--- config.mk ---
export PLATFORM = sky130hd
export DESIGN_NAME = grant_xfer_ctrl
export DESIGN_NICKNAME = d
export VERILOG_FILES = /design/src/rtl/grant_xfer_ctrl.sv
export SDC_FILE = /design/constraint.sdc
export NUM_CORES = 1
export LEC_CHECK = 0
export ABC_AREA = 1
export CAP_MARGIN = 20
export CORE_UTILIZATION = 38
export CTS_CLUSTER_SIZE = 20
export DETAILED_ROUTE_END_ITERATION = 16
export PLACE_DENSITY = 0.83
export SYNTH_ARGS = -nofsm -noshare
export SYNTH_HDL_FRONTEND = slang
export SYNTH_SLANG_ARGS = --single-unit
--- constraint.sdc ---
create_clock -name clk -period 1.6 [get_ports clk]
set_input_delay 0.16 -clock clk [delete_from_list [all_inputs] [get_ports clk]]
set_output_delay 0.16 -clock clk [all_outputs]
set_load 0.01 [all_outputs]
--- src/rtl/grant_xfer_ctrl.sv ---
// rtl/grant_xfer_ctrl.sv - grant-driven single-payload transfer controller (IDLE/WAIT/SEND)
// Optional macro GRANT_XFER_ONEHOT_CHK_EN: sticky err when the WAIT-state grant hit is not one-hot.
module grant_xfer_ctrl #(
  parameter int REQUEST_LINES = 4,
  parameter int DATA_W        = 32
) (
  input  logic                              clk,
  input  logic                              rst,
  input  logic [REQUEST_LINES-1:0]          req_valid,
  input  logic [REQUEST_LINES*DATA_W-1:0]   req_data,
  output logic [REQUEST_LINES-1:0]          req_ack,
  output logic [REQUEST_LINES-1:0]          arb_req,
  output logic                              arb_en,
  input  logic [REQUEST_LINES-1:0]          arb_grant,
  output logic                              out_valid,
  input  logic                              out_ready,
  output logic [DATA_W-1:0]                 out_data,
  output logic [$clog2(REQUEST_LINES)-1:0]  out_src,
  output logic                              err
);

  localparam int SRC_W = $clog2(REQUEST_LINES);

  localparam logic [1:0] ST_IDLE = 2'd0;
  localparam logic [1:0] ST_WAIT = 2'd1;
  localparam logic [1:0] ST_SEND = 2'd2;

  logic [1:0]               state_q, state_d;
  logic [DATA_W-1:0]        data_q, data_d;
  logic [SRC_W-1:0]         src_q, src_d;
  logic                     run_q;
  logic [REQUEST_LINES-1:0] hit;
  logic                     hit_any;
  logic [SRC_W-1:0]         sel;

  assign arb_req   = req_valid;
  assign hit       = arb_grant & req_valid;
  assign hit_any   = |hit;
  assign out_valid = (state_q == ST_SEND);
  assign out_data  = data_q;
  assign out_src   = src_q;

  // Lowest set index wins, so a malformed multi-bit grant still picks one line.
  always_comb begin
    sel = '0;
    for (int i = REQUEST_LINES - 1; i >= 0; i--) begin
      if (hit[i]) sel = SRC_W'(i);
    end
  end

  always_comb begin
    state_d = state_q;
    data_d  = data_q;
    src_d   = src_q;
    arb_en  = 1'b0;
    req_ack = '0;
    case (state_q)
      ST_IDLE: begin
        // run_q holds off the first enable until a clock edge has passed since reset release.
        if (run_q && (|req_valid)) begin
          arb_en  = 1'b1;
          state_d = ST_WAIT;
        end
      end
      ST_WAIT: begin
        if (hit_any) begin
          req_ack[sel] = 1'b1;
          data_d       = req_data[sel*DATA_W +: DATA_W];
          src_d        = sel;
          state_d      = ST_SEND;
        end else begin
          state_d = ST_IDLE;
        end
      end
      ST_SEND: begin
        if (out_ready) state_d = ST_IDLE;
      end
      default: state_d = ST_IDLE;
    endcase
  end

  always_ff @(posedge clk or posedge rst) begin
    if (rst) begin
      state_q <= ST_IDLE;
      data_q  <= '0;
      src_q   <= '0;
      run_q   <= 1'b0;
    end else begin
      state_q <= state_d;
      data_q  <= data_d;
      src_q   <= src_d;
      run_q   <= 1'b1;
    end
  end

`ifdef GRANT_XFER_ONEHOT_CHK_EN
  logic err_q;

  always_ff @(posedge clk or posedge rst) begin
    if (rst) begin
      err_q <= 1'b0;
    end else if ((state_q == ST_WAIT) && hit_any && ((hit & (hit - 1'b1)) != '0)) begin
      err_q <= 1'b1;
    end
  end

  assign err = err_q;
`else
  assign err = 1'b0;
`endif

endmodule

==> flow_summary_export.csv <==
group,metric,value,unit
outcome,status,"finished, final reports clean",
worst_setup_path,start_kind,"flip-flop",
power_and_ir_drop,pwr-share-clk,14.6,%
synthesis,synth_warnings,0,
cts,cts_made_buffers,5,
power_and_ir_drop,vdd_drop_max,0.000478,V
floorplan,core_area,7370,µm²
floorplan,dieArea,8070,µm²
synthesis,yosysTopAreaCell,"dfrtp_1",
place,portBuffers,182,
sta,post-route-min-period,1.56,ns
cts,cts_tree,"built",
worst_setup_path,worstSetupPathType,"flip-flop to output pin",
worst_setup_path,cp.required,1.44,ns
power_and_ir_drop,p_switching,1.74,mW
synthesis,ys_ff_latch,37,
synthesis,synthAdderAreaFrac,0,%
power_and_ir_drop,p_seq_share,32.3,%
final_layout,nFillCells,624,
synthesis,ys_top_cells_by_area,"dfrtp_1, nand3_1, inv_1",
global_route,grt_use_met1,28.4,%
floorplan,die_w,89.8,µm
worst_setup_path,cp.arrival,1.40,ns
worst_setup_path,path_max_fanout,4,
synthesis,synthDistinctLibCells,23,
worst_setup_path,worst-r2r-cell-count,7,
cts,cts_htree_levels,2,
worst_setup_path,critPathSlowestCell,"dfrtp_1",
global_route,grt_first_pass_wirelength,15900,µm
synthesis,postSynthCellCount,463,
synthesis,synthMuxAreaShare,0,%
final_layout,layout-drive-gt1-share,9.02,%
sta,hold_viol_final,0,
global_route,grt_pass1_vias,3370,
cts,cts_setup_buffers,0,
synthesis,syn-num-nets,602,
worst_setup_path,crit_chain,"nor2_2, inv_1, buf_4, nor2_1, clkdlybuf4s15_1",
sta,finClkSkew,0.00434,ns
run,drv_cap,0,
place,dpl_cell_area,4890,µm²
power_and_ir_drop,pwr_density_cell,998,nW/µm²
detailed_routing,drt_first_pass_iters,4,
floorplan,core.rowCount,31,
power_and_ir_drop,p_leak,2.50,nW
cts,path_clk_slew,0.08,ns
place,dp_hpwl,7180,µm
final_layout,diodes,0,
worst_setup_path,cp_slowest_stage_delay,0.41,ns
sta,timing.hold.ws,0.299,ns
detailed_routing,wl,9710,µm
place,gp_congestion,0.803,
synthesis,seq_area_frac_synth,31.6,%
detailed_routing,antenna_left,0,
floorplan,fp.dieH,89.8,µm
detailed_routing,viasPerCell,4.88,
sta,drv_slew,0,
power_and_ir_drop,switching_share,34.8,%
worst_setup_path,r2r_setup_slack,0.31,ns
floorplan,initial_core_util,39.8,%
global_route,overflow,0,
synthesis,synth-xor-area-share,0,%
synthesis,netlist_area,2930,µm²
detailed_routing,drt_iter0_drc,131,
synthesis,synth_compound_gate_area_share,6.36,%
sta,setup-violations-final,0,
global_route,grt_busiest_layer,"met2",
global_route,grtUsageMet3,6.09,%
cts,insertion_delay,0.29,ns
power_and_ir_drop,pwr-share-comb,53.1,%
global_route,antenna_found_initial,0,
cts,clockRootBuffer,"clkbuf_8",
worst_setup_path,worstReg2RegEnd,"out_data[27]",
global_route,use_met2,44.2,%
cts,cts_buffer_depth,2,
detailed_routing,num_vias,3620,
power_and_ir_drop,p_int,3.26,mW
synthesis,avgSynthCellArea,6.33,µm²
detailed_routing,drc,0,
final_layout,fin_area,5010,µm²
final_layout,area_growth_syn_to_layout,70.9,%
floorplan,ioPinCount,184,
detailed_routing,wl_per_cell,13.1,µm
worst_setup_path,r2r-start,"state_q[1]",
final_layout,finalNetCount,781,
sta,fmax,0.642,GHz
global_route,grt_start_max_net_pins,65,
hold_path,min-delay-path-class,"primary input to async pin",
synthesis,synth_top_area_share,31.6,%
synthesis,synth_top_family_by_area,"simple AND/OR/NAND/NOR gates",
cts,cts.sinks,37,
synthesis,yosys.area_share.simple,43.5,%
worst_setup_path,endpoint_kind,"output pin",
sta,period_share,97.3,%
global_route,grtUsageTotal,24.1,%
routing by layer:
metal / part of all wire, % / vias to the layer above
li1: - / 1813
met1: 42 / 1652
met2: 50 / 147
met3: 7.2 / 8
met4: 0.47 / 0
met5: 0 / -
cell usage in the layout, fill, tap and decap left out, types with 6 or more instances in the layout:
cell / netlist / final
a21oi_1: 32 / 32
buf_12: 1 / 6
buf_4: 11 / 21
clkbuf_8: 0 / 7
clkdlybuf4s50_1: 0 / 173
dfrtp_1: 37 / 37
inv_1: 70 / 70
nand2_1: 67 / 66
nand2_2: 5 / 6
nand3_1: 128 / 128
nor2_1: 67 / 66
power groups by stage:
stage                     Combinational [mW]  Sequential, mW  Clock [mW]
final                                   2.65            1.62       0.732
after global routing                    2.87            1.68       0.793
after CTS                               2.67            1.62       0.755
after detailed placement                2.66            1.63           0
after global placement                  2.62            1.61           0
after floorplan                        0.922            1.83           0
flip-flops by register name, indices dropped and copies added, names as in the netlist:
signal    flops
out_src       2
out_data     32
run_q         1
state_q       2
worst max-delay path, delay by kind of cell (launching register included):
family	cells	cell delay (ns)
and+or+nand+nor	2	0.23
DFF	1	0.41
buffers and inverters	3	0.48
cells by family (layout without fill, tap and decap cells):
group	Yosys count	after routing
other cells	2	2
buf+inv	110	290
compound gates	36	36
simple gates	278	278
flops	37	37
worst max-delay path by stage:
stage	slack, ns	endpoint	cells past startpoint	from
4_1_cts	0.0005	req_ack[3]	7	req_valid[3]
5_1_grt	-0.007	req_ack[0]	5	state_q[1]
3_3_place_gp	-0.37	req_ack[1]	7	req_valid[1]
3_5_place_dp	-0.40	out_data[27]	9	req_valid[1]
2_1_floorplan	0.42	out_data[0]	7	state_q[0]
6_report	0.04	req_ack[0]	5	state_q[1]
Yosys cell counts, drive strengths merged:
cell / count
o21ai: 3
conb: 2
nor2: 68
a21oi: 32
inv: 73
buf: 34
nor3: 2
nand3: 128
dfrtp: 37
clkbuf: 3
nand2: 76
nor3b: 1
nor4: 3
o31ai: 1
stage by stage:
stage                     instances  setup slack [ns]  power (mW)  util [%]  TNS [ns]
final                           742            0.0431        5.00      68.0         0
after floorplan                 463             0.416        2.75         -         0
after CTS                       742          0.000537        5.04      67.9         0
after global placement          734            -0.365        4.23      66.3    -11.05
after detailed placement        734            -0.399        4.29      66.3    -13.46
after global routing            742          -0.00747        5.34      68.0  -0.00747
layout make-up:
class | instances | area, µm² | share of cell area, %
clock buffers | 7 | 96.3 | 1.92
clock inverters | 1 | 5.00 | 0.0999
inverters | 73 | 274 | 5.47
multi-input cells | 316 | 1500 | 29.9
flip-flops and latches | 37 | 926 | 18.5
well taps | 99 | 124 | 2.47
repair buffers | 209 | 2090 | 41.6
repair_timing:
item,CTS,global route
pin swaps,1,0
hold buffers,0,0
hold endpoints to repair,0,0
resized for setup,15,16
endpoints found under the setup margin,38,31
(Power assumes the default switching activity.)
